**src/rtl/alu_core.sv**
```systemverilog
// alu_core: 32-bit execute-stage ALU with registered outputs (one cycle latency).
// Operations: ADD, SUB, AND, OR, SLL, SRA; compare flags come from a dedicated A-B path.
// Optional feature macro: ALU_EXT_OPS_EN adds XOR (00110) and SRL (00111).
// Without it those two codes behave like any other unused opcode (result 0).
// Interface: no handshake. Inputs are sampled on every rising edge, and the registered
// outputs hold until the next edge, so a new operation may be issued every cycle.
module alu_core (
  input  logic        clock,
  input  logic        reset,
  input  logic [31:0] data_operandA,
  input  logic [31:0] data_operandB,
  input  logic [4:0]  ctrl_ALUopcode,
  input  logic [4:0]  ctrl_shiftamt,
  output logic [31:0] data_result,
  output logic        isNotEqual,
  output logic        isLessThan,
  output logic        overflow
);

  localparam logic [4:0] OP_ADD = 5'b00000;
  localparam logic [4:0] OP_SUB = 5'b00001;
  localparam logic [4:0] OP_AND = 5'b00010;
  localparam logic [4:0] OP_OR  = 5'b00011;
  localparam logic [4:0] OP_SLL = 5'b00100;
  localparam logic [4:0] OP_SRA = 5'b00101;
`ifdef ALU_EXT_OPS_EN
  localparam logic [4:0] OP_XOR = 5'b00110;
  localparam logic [4:0] OP_SRL = 5'b00111;
`endif

  // Carry-lookahead adder built from four 8-bit blocks. Each block produces its own
  // group generate/propagate, and those signals drive the carry into the next block.
  function automatic logic [31:0] cla_add(input logic [31:0] a, input logic [31:0] b,
                                          input logic cin);
    logic [31:0] g;
    logic [31:0] p;
    logic [31:0] c;
    logic        bg;
    logic        bp;
    logic        carry;
    g     = a & b;
    p     = a ^ b;
    c     = '0;
    carry = cin;
    for (int k = 0; k < 4; k++) begin
      bg = 1'b0;
      bp = 1'b1;
      for (int i = 0; i < 8; i++) begin
        bg = g[8*k+i] | (p[8*k+i] & bg);
        bp = bp & p[8*k+i];
      end
      c[8*k] = carry;
      for (int i = 0; i < 7; i++) begin
        c[8*k+i+1] = g[8*k+i] | (p[8*k+i] & c[8*k+i]);
      end
      carry = bg | (bp & carry);
    end
    return p ^ c;
  endfunction

  logic        is_sub;
  logic [31:0] add_b;
  logic [31:0] add_sum;
  logic        add_ov;
  logic [31:0] cmp_diff;
  logic        cmp_ov;
  logic [31:0] sll_val;
  logic [31:0] sra_val;
`ifdef ALU_EXT_OPS_EN
  logic [31:0] srl_val;
`endif
  logic [31:0] result_d;
  logic        ne_d;
  logic        lt_d;
  logic        ov_d;
  logic [31:0] result_q;
  logic        ne_q;
  logic        lt_q;
  logic        ov_q;

  // Shared ADD/SUB adder: for SUB, B is inverted and the carry-in is set to 1.
  // The compare flags need A-B on every cycle, even when the opcode is ADD, so they use a separate subtractor.
  always_comb begin
    is_sub   = (ctrl_ALUopcode == OP_SUB);
    add_b    = is_sub ? ~data_operandB : data_operandB;
    add_sum  = cla_add(data_operandA, add_b, is_sub);
    // add_b already carries the inversion, so one rule covers both ADD and SUB.
    add_ov   = (data_operandA[31] == add_b[31]) && (add_sum[31] != data_operandA[31]);
    cmp_diff = cla_add(data_operandA, ~data_operandB, 1'b1);
    cmp_ov   = (data_operandA[31] != data_operandB[31]) && (cmp_diff[31] != data_operandA[31]);
  end

  // Five-stage log barrel shifters (16/8/4/2/1); B is not used here.
  always_comb begin
    sll_val = data_operandA;
    sra_val = data_operandA;
    if (ctrl_shiftamt[4]) sll_val = {sll_val[15:0], 16'b0};
    if (ctrl_shiftamt[3]) sll_val = {sll_val[23:0], 8'b0};
    if (ctrl_shiftamt[2]) sll_val = {sll_val[27:0], 4'b0};
    if (ctrl_shiftamt[1]) sll_val = {sll_val[29:0], 2'b0};
    if (ctrl_shiftamt[0]) sll_val = {sll_val[30:0], 1'b0};
    if (ctrl_shiftamt[4]) sra_val = {{16{sra_val[31]}}, sra_val[31:16]};
    if (ctrl_shiftamt[3]) sra_val = {{8{sra_val[31]}}, sra_val[31:8]};
    if (ctrl_shiftamt[2]) sra_val = {{4{sra_val[31]}}, sra_val[31:4]};
    if (ctrl_shiftamt[1]) sra_val = {{2{sra_val[31]}}, sra_val[31:2]};
    if (ctrl_shiftamt[0]) sra_val = {sra_val[31], sra_val[31:1]};
`ifdef ALU_EXT_OPS_EN
    srl_val = data_operandA;
    if (ctrl_shiftamt[4]) srl_val = {16'b0, srl_val[31:16]};
    if (ctrl_shiftamt[3]) srl_val = {8'b0, srl_val[31:8]};
    if (ctrl_shiftamt[2]) srl_val = {4'b0, srl_val[31:4]};
    if (ctrl_shiftamt[1]) srl_val = {2'b0, srl_val[31:2]};
    if (ctrl_shiftamt[0]) srl_val = {1'b0, srl_val[31:1]};
`endif
  end

  // Result and flag selection; opcodes with no defined operation return zero.
  always_comb begin
    result_d = '0;
    ov_d     = 1'b0;
    ne_d     = |cmp_diff;
    lt_d     = cmp_diff[31] ^ cmp_ov;
    case (ctrl_ALUopcode)
      OP_ADD: begin result_d = add_sum; ov_d = add_ov; end
      OP_SUB: begin result_d = add_sum; ov_d = add_ov; end
      OP_AND: result_d = data_operandA & data_operandB;
      OP_OR:  result_d = data_operandA | data_operandB;
      OP_SLL: result_d = sll_val;
      OP_SRA: result_d = sra_val;
`ifdef ALU_EXT_OPS_EN
      OP_XOR: result_d = data_operandA ^ data_operandB;
      OP_SRL: result_d = srl_val;
`endif
      default: result_d = '0;
    endcase
  end

  // Output registers; reset has priority over the operation sampled on the same edge.
  always_ff @(posedge clock) begin
    if (reset) begin
      result_q <= '0;
      ne_q     <= 1'b0;
      lt_q     <= 1'b0;
      ov_q     <= 1'b0;
    end else begin
      result_q <= result_d;
      ne_q     <= ne_d;
      lt_q     <= lt_d;
      ov_q     <= ov_d;
    end
  end

  assign data_result = result_q;
  assign isNotEqual  = ne_q;
  assign isLessThan  = lt_q;
  assign overflow    = ov_q;

endmodule

```
**config.mk**
```make
export PLATFORM = sky130hd
export DESIGN_NAME = alu_core
export DESIGN_NICKNAME = d
export VERILOG_FILES = /design/src/rtl/alu_core.sv
export SDC_FILE = /design/constraint.sdc
export NUM_CORES = 1
export LEC_CHECK = 0
export ABC_AREA = 1
export BUFFER_PORTS_ARGS = -buffer_cell sky130_fd_sc_hd__buf_2
export CAP_MARGIN = 20
export CORE_MARGIN = 2
export CORE_UTILIZATION = 62
export CTS_BUF_LIST = sky130_fd_sc_hd__clkbuf_4 sky130_fd_sc_hd__clkbuf_8
export CTS_CLUSTER_SIZE = 24
export DETAILED_ROUTE_END_ITERATION = 10
export HOLD_SLACK_MARGIN = 0.12
export PLACE_DENSITY_LB_ADDON = 0.25
export RECOVER_POWER = 100
export SLEW_MARGIN = 10
export SYNTH_ARGS = -nofsm -noshare
export SYNTH_HDL_FRONTEND = slang
export SYNTH_SLANG_ARGS = --single-unit
```
**constraint.sdc**
```tcl
create_clock -name clock -period 8.1 [get_ports clock]
set_clock_uncertainty 0.2 [all_clocks]
set_input_delay 0.81 -clock clock [delete_from_list [all_inputs] [get_ports clock]]
set_output_delay 0.81 -clock clock [all_outputs]
set_load 0.02 [all_outputs]
```
* Word level (Yosys, flattened, before mapping)
Index checks and enable logic that the tools add are counted.
** Operators by class
- Reduce and logical (&&, ||, !) cells :: 6
- Bitwise logic cells :: 259
- Eq/ne operators :: 9
- Muxes and demuxes :: 12
** Operators by type and width (count)
- $mux W32 :: 6
- $pmux W32 S5 :: 1
- $mux W31 :: 5
- $and A1 B1 Y1 :: 144
- $xor A32 B32 Y32 :: 4
- $or A1 B1 Y1 :: 104
- $and A31 B31 Y31 :: 2
- $and A32 B32 Y32 :: 1
- $not A32 Y32 :: 1
- $or A32 B32 Y32 :: 1
- $reduce_or A32 Y1 :: 1
- $eq A5 B2 Y1 const B :: 2
- $eq A5 B3 Y1 const B :: 2
- $eq A5 B1 Y1 const B :: 1
- $logic_not A5 Y1 :: 1
- $reduce_or A2 Y1 :: 2
- $ne A1 B1 Y1 :: 3
- $logic_and A1 B1 Y1 :: 2
- $eq A1 B1 Y1 :: 1
- $not A1 Y1 :: 1
- $xor A1 B1 Y1 :: 1
** Word-level totals
- Input bits :: 76
- Flip-flop bits (word level) :: 35
- Output and inout bits :: 35
- Logic and storage cells :: 290

* Depth between registers and ports, before layout
Gate-level depths: netlist of run 1.
- Word-level depth :: 39
- Depth in mapped cells :: 32
- Mapped depth without buffers :: 32

* Least setup slack after synthesis of run 1
Ideal clock, no wire load.
- Path type :: input port to flip-flop
- Start :: input ctrl_ALUopcode[4]
- End :: register result_q[23] (netlist: data_result[23])
- Stages on the path :: 29
- Buffers on the path :: 1
- Slack :: 1.427 ns
- Arrival :: 6.340 ns
- Required time :: 7.767 ns
- Setup time :: 0.133 ns
- Cell sequence :: nor2_4 nand2_4 nor2_8 nand2_4 buf_2 xor2_1 ha_1 a21oi_1 nand2_1 nand2_1 a21boi_0 o21ai_0 nand2_1 a21oi_1 o21ai_0 nand2_1 nand3_1 fa_1 fa_1 fa_1 fa_1 fa_1 fa_1 fa_1 or2_2 nand3_1 o21ai_0 a21oi_1 a31oi_1
** On the way
- Longest elaborated chain between the ends :: 36
- Elaborated cells on any way between the ends :: 72
- Classes of those cells :: eq/ne (5); mux (2); bitwise (63); reduce/logical (2)
** RTL lines
- from (decl) :: RTL line 12 : input logic [4:0] ctrl_ALUopcode,
- $eq A5 B1 Y1 :: RTL line 84, 123
- $mux W32 :: RTL line 85 : add_b = is_sub ? ~data_operandB : data_operandB;
- $xor A32 B32 Y32 or $and A31 B31 Y31 (tied branches) :: RTL line 42, 41
- $and A1 B1 Y1 :: RTL line 49 : bg = g[8*k+i] | (p[8*k+i] & bg);
- $or A1 B1 Y1 :: RTL line 49
- $and A1 B1 Y1 :: RTL line 49
- $or A1 B1 Y1 :: RTL line 49
- $and A1 B1 Y1 :: RTL line 49
- [... 20 more ...]
- $and A1 B1 Y1 :: RTL line 54 : c[8*k+i+1] = g[8*k+i] | (p[8*k+i] & c[8*k+i]);
- $or A1 B1 Y1 :: RTL line 54
- $and A1 B1 Y1 :: RTL line 54
- $or A1 B1 Y1 :: RTL line 54
- $and A1 B1 Y1 :: RTL line 54
- $or A1 B1 Y1 :: RTL line 54
- $xor A32 B32 Y32 :: RTL line 58 : return p ^ c;
- $pmux W32 S5 (*) :: RTL line 123 : case (ctrl_ALUopcode)
- to (signal assigned) :: RTL line 146 : result_q <= result_d;
- to (decl) :: RTL line 76 : logic [31:0] result_q;
Every way passes the cells marked *; elsewhere a longest branch is shown, timed or not.
A chain may end at the register's enable or synchronous reset.

* Final worst setup path of run 1
Same ends and word-level chain as after synthesis.

==> metrics.md, run 1 <==
| Metric | Value |
|---|---|
| Status | `complete, but fails checks` |
| Violated checks | `max-capacitance violations, max-slew violations` |
| CP max stage cell | `fa_1` |
| Largest net degree at the start of global routing | `62` |
| Core Util, Final | `66.8%` |
| Post-synth top area share | `16.9%` |
| Area growth from synthesis to layout | `5.40%` |
| Post-synth EDFFs | `0` |
| Switching share of power | `48.4%` |
| Max-slew violations | `39` |
| CTS tree | `built` |
| Antenna Nets Post-Route | `0` |
| Area of the multi-input gates | `6790 um2` |
| Synth area leader | `ha_1` |
| Gr usage total | `36.4%` |
| Ranking of synthesized cells by area | `ha_1 (17%), nand2_1 (14%), fa_1 (13%), dfxtp_1 (8.4%), o21ai_1 (6.1%)` |
| Hold path depth | `3` |
| GRT overflow | `0` |
| Max Root-Sink Buffers | `2` |
| CTS resizes | `0` |
| Syn Inst Count | `1233` |
| Max Fclk | `138 MHz` |
| Synthesized area per cell | `6.80 um2` |
| DR vias | `8796` |
| Crit Path Class | `primary input to flip-flop` |
| Critical path's largest stage delay | `0.45 ns` |
| Layout cells sized above 1 | `9.58%` |
| Vias in the first global route | `8049` |
| Setup Fix Bufs, Post-CTS | `0` |
| Initial drt markers | `1287` |
| Sequential Power Share | `23.0%` |
| IO Pins | `111` |
| Die height | `120 um` |
| RSZ-0062 raised after global routing | `false` |
| Fill count | `1302` |
| Max-cap violations | `1` |
| First-pass DRT Iterations | `6` |
| Post-synthesis cell area | `8390 um2` |
| First-pass GRT wire length | `41600 um` |
| WL/cell | `18.1 um` |
| Commonest cells after routing, fill and taps aside | `nand2_1 (302), inv_1 (121), ha_1 (113)` |
| Htree depth | `2` |
| Leak pwr | `4.21 nW` |
| Ys flop type | `dfxtp_1` |
| Register area | `701 um2` |
| Root Driver | `clkbuf_8` |
| Port Buffers | `110` |
| Most frequent CP cell | `fa_1` |
| Syn Nets | `1476` |
| Combinational Power Share | `59.7%` |
| Crit path max fanout | `28` |
| Chip width | `120 um` |
| VDD IR max | `0.0729 mV` |
| Final wirelength | `26400 um` |
| Initial Util | `63.3%` |
| Final worst-path cycle share | `89.7%` |
| DRC violation count after routing | `0` |
| Worst Hold Class | `primary input to flip-flop` |
| CP Capture Type | `flip-flop` |
| Final estimated routing congestion in global placement | `1.01` |
| PD cells | `89.0 nW/um2` |
| Internal | `406 uW` |
| Vias per cell | `6.02` |
| Post-CTS Hold Buffers | `0` |
| Final Hold Vio Count | `0` |
| Final setup TNS | `0 ns` |
| Yosys warning total | `0` |
| Worst-Margin Slew | `2.00 ns` |
| Crit path DAT | `7.23 ns` |
| ANT cells | `0` |
| Commonest non-fill, non-tap cell in the layout | `nand2_1` |
| Core area | `13200 um2` |
| FFs w/ async S/R, synth | `0%` |
| CP Data Required Time | `8.06 ns` |
| Count of different cell masters after synthesis | `61` |
| Total CTS buffers | `5` |
| Die ar. | `14500 um2` |
| Seq/Total Area, Yosys | `8.35%` |
| Worst-path clk slew | `0.08 ns` |
| Slew margin rel. | `-33.6%` |
| CTS sink cnt | `35` |
| Initial antenna violation count | `0` |
| Min Clock Period, post-route | `7.27 ns` |
| Nets@finish | `1527` |
| Power share of the clock group | `17.3%` |
| Setup-failing EPs final | `0` |
| Dpl hpwl | `21200 um` |
| Worst setup SP type | `primary input` |
| NetSw | `381 uW` |
| Total power | `787 uW` |
| # rows | `42` |
| #FFs+latches synth | `35` |
## synthesized netlist by cell type, types with 3 or more instances
cell / instances
buf_4: 5
nor3_1: 8
xor2_1: 33
o21bai_1: 4
nand2_1: 302
dfxtp_1: 35
o22ai_1: 3
o211ai_1: 20
o21ai_0: 44
buf_2: 24
a41oi_1: 4
mux2i_1: 14
nor2_1: 73
a31oi_1: 9
o21ai_1: 103
buf_1: 5
clkbuf_1: 30
nand3_1: 54
inv_1: 120
a211oi_1: 4
o221ai_1: 6
inv_2: 9
o21ai_2: 8
ha_1: 113
a21oi_1: 61
or2_2: 4
a221oi_1: 19
nor4_1: 3
fa_1: 54
buf_6: 8
nand4_1: 9
o21a_1: 5
## worst paths after layout
check | slack (ns) | end | start
setup / recovery | 0.83 | data_result[23] | ctrl_ALUopcode[4]
hold / removal | 0.79 | overflow | data_operandA[31]
## registers in the layout, indices dropped and copies added, names as in the netlist
name and count:
isNotEqual 1, overflow 1, isLessThan 1, data_result 32
## metrics by stage
stage / hold slack (ns) / area (um2) / setup slack [ns] / cells
after floorplan: 0.823 / 8390 / 1.43 / 1233
after global placement: 1.02 / 8820 / 0.869 / 1453
after detailed placement: 1.03 / 8820 / 0.681 / 1453
after CTS: 0.789 / 8910 / 1.01 / 1460
after global routing: 0.817 / 8840 / 0.334 / 1460
final: 0.788 / 8840 / 0.831 / 1460
## cell families after synthesis
logic type / Yosys count / share of synthesized area, %
multiplexers: 14 / 1.67
buffers and inverters: 203 / 10.4
adder cells (fa/ha/maj): 167 / 29.7
XOR/XNOR: 35 / 3.74
flip-flops: 35 / 8.35
AND/OR/NAND/NOR: 469 / 23.5
AO/OA/AOI/OAI: 310 / 22.6
## cell type report
class,count,area share (%)
sequential,35,7.93
tap,176,2.49
multi-input combinational,995,76.8
inverter,131,5.59
clock inverter,1,0.0566
timing repair buffer,116,6.21
clock buffer,6,0.934
## critical path, delay by kind of cell
kind / cells / cell delay, ns
and+or+nand+nor: 11 / 1.72
adders and majority gates: 8 / 3.34
xor gates and xnor gates: 1 / 0.27
buffers and inverters: 1 / 0.10
AOI/OAI and AO/OA: 8 / 0.98
## layer usage
layer | vias up | GRT usage (%) | part of all wire [%]
met5 | - | 0 | 0
met2 | 455 | 58.2 | 44
met3 | 42 | 4.58 | 9.9
met4 | 0 | 8.28 | 2.3
met1 | 4076 | 52.6 | 44
li1 | 4223 | - | -
## power groups by stage
stage / Clock (mW) / Combinational, mW / Sequential [mW]
6_report: 0.136 / 0.470 / 0.181
5_1_grt: 0.143 / 0.521 / 0.181
4_1_cts: 0.136 / 0.462 / 0.180
3_5_place_dp: 0 / 0.459 / 0.185
3_3_place_gp: 0 / 0.451 / 0.184
2_1_floorplan: 0 / 0.312 / 0.193
Note: power is estimated with default switching activity, not from simulation.
==> run 2, diff against run 1 <==
GPL_TIMING_DRIVEN = 0   (was not set)
==> run 2 against run 1 <==
The flow now finishes without violations; total power grew 8.5%; design area grew 4.1%; cell count grew 4.6%; sequential power is essentially flat.
==> metrics.md, run 2 (synthesis gave the netlist of run 1 again) <==
| Metric | Value |
|---|---|
| CP Data Required Time | `8.07 ns (about the same)` |
| Leak pwr | `4.39 nW (+4.2%)` |
| Setup-failing EPs final | `0 (unchanged)` |
| Largest net degree at the start of global routing | `11 (-82%)` |
| Initial drt markers | `1360 (+5.7%)` |
| Final estimated routing congestion in global placement | `1.11 (+9.6%)` |
| Final Hold Vio Count | `0 (unchanged)` |
| Max reg flops | `32 (unchanged)` |
| VDD IR max | `0.0478 mV (-35%)` |
| Layout cells sized above 1 | `11.7% (+2.1 points)` |
| CP max stage cell | `fa_1` |
| CTS tree | `built` |
| First-pass GRT wire length | `51700 um (+24%)` |
| Total CTS buffers | `5 (unchanged)` |
| Hold path depth | `4 (+1)` |
| Crit path DAT | `7.52 ns (+0.29 ns)` |
| Initial antenna violation count | `1 (+1)` |
| Max-slew violations | `0 (-100%)` |
| Buf/Inv on CP | `2 (+1)` |
| Max-cap violations | `0 (-1)` |
| Critical Path End | `data_result[23]` |
| DRC violation count after routing | `0 (unchanged)` |
| Area growth from synthesis to layout | `9.73%` |
| Crit path max fanout | `10 (-64%)` |
| Chip width | `120 um (unchanged)` |
| Final worst-path cycle share | `93.1% (+3.4 points)` |
| Status | `completed` |
| Worst setup SP type | `primary input` |
| Max Root-Sink Buffers | `2 (unchanged)` |
| Commonest non-fill, non-tap cell in the layout | `nand2_1` |
| RSZ-0062 raised after global routing | `false` |
| DR vias | `9701 (+10%)` |
| Worst Hold Class | `primary input to flip-flop` |
| Worst-Margin Slew | `0.955 ns (-1.05 ns)` |
| CP Launch Point | `ctrl_ALUopcode[4]` |
| Final wirelength | `34000 um (+29%)` |
| Commonest cells after routing, fill and taps aside | `nand2_1 (302), inv_1 (120), ha_1 (113)` |
| Die ar. | `14500 um2 (unchanged)` |
| Slew margin rel. | `34.7% (+68 points)` |
| Min Clock Period, post-route | `7.54 ns (+0.274 ns)` |
| Critical path's largest stage delay | `0.45 ns (about the same)` |
| Port Buffers | `109 (-0.91%)` |
| Htree depth | `2 (unchanged)` |
| Critical path's top delay family | `adder cells` |
| Critical path depth | `30 (+3.4%)` |
| Antenna Nets Post-Route | `0 (unchanged)` |
| Core area | `13200 um2 (unchanged)` |
| Root Driver | `clkbuf_8` |
| First-pass DRT Iterations | `7 (+1)` |
| Initial Util | `63.3% (unchanged)` |
| Most frequent CP cell | `fa_1` |
| Crit Path Class | `primary input to flip-flop` |
| Final setup TNS | `0 ns (unchanged)` |
| Worst-path clk slew | `0.08 ns (about the same)` |
| Vias per cell | `6.35 (+5.4%)` |
| Gr usage total | `47.1% (+11 points)` |
| PD cells | `92.7 nW/um2 (+4.2%)` |
| GRT overflow | `0 (unchanged)` |
| Vias in the first global route | `9330 (+16%)` |
| Max Fclk | `133 MHz (-3.6%)` |
| CP Capture Type | `flip-flop` |
| Total power | `854 uW (+8.5%)` |
| WL/cell | `22.3 um (+23%)` |
| Dpl hpwl | `28100 um (+33%)` |
| # rows | `42 (unchanged)` |
| IO Pins | `111 (unchanged)` |
| Hold WS | `0.742 ns (-0.0465 ns)` |
| CTS sink cnt | `35 (unchanged)` |
| Die height | `120 um (unchanged)` |
| Nets@finish | `1592 (+4.3%)` |
run 2: cell types whose count changed in the layout (fill, tap and decap cells not counted), moves of 2 or more:
cell,before,now
buf_2,73,96
clkbuf_1,37,67
nor2_1,75,73
o21ai_0,51,46
buf_1,0,5
buf_6,0,8
o21ai_1,96,101
run 2: repair_timing:
item | 4_1_cts | 5_1_grt
setup buffers | 0 | 0
endpoints found under the setup margin | 0 | 1
endpoints found under the hold margin | 0 | 0
hold buffers | 0 | 0
resized for setup | 0 | 1
run 2: worst min path at each step:
stage	endpoint	startpoint	slack, ns
global placement	overflow	overflow	1.03
detailed placement	data_result[26]	data_result[26]	1.03
finish	isLessThan	data_operandA[31]	0.74
global route	data_result[16]	reset	0.78
floorplan	isNotEqual	reset	0.82
CTS	isLessThan	data_operandA[31]	0.76
run 2: metrics by stage:
stage / cell area (um2) / worst slack, ns / instances / utilization [%]
after floorplan: 8390 / 1.43 / 1233 / -
after global placement: 9150 / 0.320 / 1518 / 69.1
after detailed placement: 9150 / 0.186 / 1518 / 69.1
after CTS: 9260 / 0.489 / 1526 / 69.9
after global routing: 9200 / 0.00595 / 1526 / 69.5
final: 9200 / 0.557 / 1527 / 69.5
run 2: routing by layer:
layer  share of wire, %  wire (um)  global-route usage, %  vias to the layer above
met2                 43      14500                   74.0                      756
li1                   -          -                      -                     4344
met5                  0          0                      0                        -
met4                7.4       2510                   26.7                        0
met1                 37      12600                   59.8                     4430
met3                 13       4350                   10.2                      171
run 2: where the power goes:
| part | switching [mW] | internal (mW) | leakage [nW] | total [mW] |
|---|---|---|---|---|
| logic | 0.349 | 0.173 | 4.05 | 0.522 |
| clock network | 0.0695 | 0.0811 | 0.0549 | 0.151 |
| registers | 0.00176 | 0.179 | 0.284 | 0.181 |
run 2: cell type report:
type / count / area, um2
antenna: 1 / 2.50
buffer: 72 / 379
clock buffer: 8 / 104
fill: 1184 / 4040
inverter: 131 / 494
multi-input combinational: 995 / 6800
sequential: 35 / 701
tap: 176 / 220
timing repair buffer: 109 / 499
run 2: worst min-delay path: cells and delay by family:
family	cells	cell delay (ns)
buffers and inverters	2	0.16
adders and majority gates	1	0.18
and+or+nand+nor	1	0.07
==> run 3, diff against run 2 <==
CORE_UTILIZATION = 61   (was 62)
CTS_BUF_LIST = not set   (was sky130_fd_sc_hd__clkbuf_4 sky130_fd_sc_hd__clkbuf_8)
==> run 3 against run 2 <==
Fmax shrank 2.8%; routed wire length grew 0.70%; largest cell class unchanged; highest routed layer is now met5; die area grew 1.6%; critical endpoint unchanged.
==> metrics.md, run 3 (synthesis gave the netlist of run 1 again) <==
| Metric | Value |
|---|---|
| Status | `completed` |
| Most frequent CP cell | `fa_1` |
| IO Pins | `111 (unchanged)` |
| Htree depth | `2 (unchanged)` |
| CP max stage cell | `fa_1` |
| Commonest non-fill, non-tap cell in the layout | `nand2_1` |
| Final estimated routing congestion in global placement | `1.11 (-0.11%)` |
| Largest net degree at the start of global routing | `11 (unchanged)` |
| Max reg flops | `32 (unchanged)` |
| Die ar. | `14700 um2 (+1.6%)` |
| CP Data Required Time | `8.04 ns (-0.03 ns)` |
| Placed insts | `1518 (unchanged)` |
| CTS sink cnt | `35 (unchanged)` |
| CP Capture Type | `flip-flop` |
| Core area | `13300 um2 (+0.79%)` |
| Critical path's top delay family | `adder cells` |
| Nets@finish | `1592 (unchanged)` |
| Chip width | `121 um (+0.79%)` |
| PD cells | `97.5 nW/um2 (+5.1%)` |
| Total CTS buffers | `5 (unchanged)` |
| DRC violation count after routing | `0 (unchanged)` |
| Critical Path End | `data_result[23]` |
| CTS tree | `built` |
| Max Fclk | `129 MHz (-2.8%)` |
| Crit path DAT | `7.71 ns (+0.19 ns)` |
| VDD IR max | `0.0758 mV (+59%)` |
| Worst-Margin Slew | `0.877 ns (-0.0787 ns)` |
| Critical path's largest stage delay | `0.46 ns (about the same)` |
| Vias in the first global route | `9515 (+2.0%)` |
| ANT cells | `0 (-1)` |
| Post-CTS Hold Buffers | `0 (unchanged)` |
| Max-cap violations | `0 (unchanged)` |
| Power share of the clock group | `21.3% (+3.7 points)` |
| Initial antenna violation count | `2 (+1)` |
| Gr usage total | `46.9% (-0.15 points)` |
| Combinational Power Share | `58.6% (-2.6 points)` |
| First-pass DRT Iterations | `6 (-1)` |
| Final setup TNS | `0 ns (unchanged)` |
| Hold path start | `data_operandA[31]` |
| Initial drt markers | `1193 (-12%)` |
| Worst Hold Class | `primary input to flip-flop` |
| CP Launch Point | `ctrl_ALUopcode[4]` |
| NetSw | `427 uW (+1.5%)` |
| Die height | `121 um (+0.79%)` |
| Final Hold Vio Count | `0 (unchanged)` |
| Leak pwr | `4.41 nW (+0.39%)` |
| Critical path depth | `30 (unchanged)` |
| Final wirelength | `34200 um (+0.70%)` |
| Max Root-Sink Buffers | `2 (unchanged)` |
| Area growth from synthesis to layout | `10.1%` |
| Port Buffers | `109 (unchanged)` |
| Initial Util | `62.8% (-0.50 points)` |
| # rows | `42 (unchanged)` |
| Slew margin rel. | `40.1% (+5.4 points)` |
| DR vias | `9771 (+0.72%)` |
| Buf/Inv on CP | `2 (unchanged)` |
| Root Driver | `clkbuf_16` |
| Commonest cells after routing, fill and taps aside | `nand2_1 (302), inv_1 (120), ha_1 (113)` |
| RSZ-0062 raised after global routing | `false` |
| Dpl hpwl | `28600 um (+1.7%)` |
| Crit Path Class | `primary input to flip-flop` |
| Finished Layout Cells | `1525 (-0.13%)` |
| Switching share of power | `47.4% (-1.9 points)` |
| Crit path max fanout | `10 (unchanged)` |
| Setup-failing EPs final | `0 (unchanged)` |
| WL/cell | `22.5 um (+0.83%)` |
| Worst-path clk slew | `0.05 ns (-0.03 ns)` |
| Worst setup SP type | `primary input` |
| Final worst-path cycle share | `95.8% (+2.7 points)` |
| Sequential Power Share | `20.1% (-1.0 points)` |
| Max-slew violations | `0 (unchanged)` |
| Antenna Nets Post-Route | `0 (unchanged)` |
| Layout cells sized above 1 | `11.6% (-0.14 points)` |
| Internal | `474 uW (+9.4%)` |
| Setup Fix Bufs, Post-CTS | `0 (unchanged)` |
| CTS resizes | `0 (unchanged)` |
| First-pass GRT wire length | `52100 um (+0.75%)` |
| Min Clock Period, post-route | `7.76 ns (+0.220 ns)` |
| Vias per cell | `6.41 (+0.85%)` |
| GRT overflow | `0 (unchanged)` |
[run 3: cell count changes in the layout (fill, tap and decap cells not counted)]
cell and delta:
a21oi_2 -1, clkinv_2 +1, clkbuf_16 +5, clkbuf_8 -6
a21oi_1 +1, diode_2 -1, clkbuf_4 -1
[run 3: worst min path at each step]
stage                                  to  slack (ns)  cells after the start
after global routing      data_result[20]        0.80                      3
after floorplan                isNotEqual        0.82                      3
after CTS                 data_result[20]        0.77                      3
after detailed placement   data_result[7]        1.02                      1
after global placement    data_result[16]        1.03                      1
final                          isLessThan        0.78                      4
[run 3: area by class of cell]
class | count | area [um2]
buffer | 72 | 379
fill | 1206 | 4110
timing repair buffer | 109 | 499
clock inverter | 1 | 5.00
multi-input combinational | 995 | 6800
tap | 176 | 220
sequential | 35 | 701
clock buffer | 6 | 139
inverter | 131 | 494
[run 3: power groups by stage]
stage               combinational [mW]  sequential, mW  clock, mW
global route                     0.571           0.181      0.198
detailed placement               0.507           0.184          0
floorplan                        0.312           0.193          0
CTS                              0.509           0.181      0.190
finish                           0.528           0.181      0.192
global placement                 0.488           0.184          0
[run 3: worst min-delay path, cell delays in order]
cell	delay [ns]
buf_2	0.11
fa_1	0.19
inv_1	0.04
nor2_1	0.07
[run 3: metal layers]
layer / vias up / global-route usage [%] / wire, um
met1: 4468 / 57.7 / 12700
met5: - / 0 / 27
li1: 4340 / - / -
met4: 4 / 26.7 / 2210
met3: 176 / 12.2 / 4330
met2: 783 / 74.4 / 14900
[run 3: stage by stage]
stage	setup WS, ns	util, %	power (mW)	area (um2)	hold WS [ns]
final	0.337	69.2	0.900	9240	0.778
after floorplan	1.43	-	0.505	8390	0.823
after CTS	0.427	69.7	0.880	9300	0.766
after global routing	0.0223	69.2	0.950	9240	0.801
after global placement	0.262	68.6	0.672	9150	1.03
after detailed placement	0.159	68.6	0.691	9150	1.02
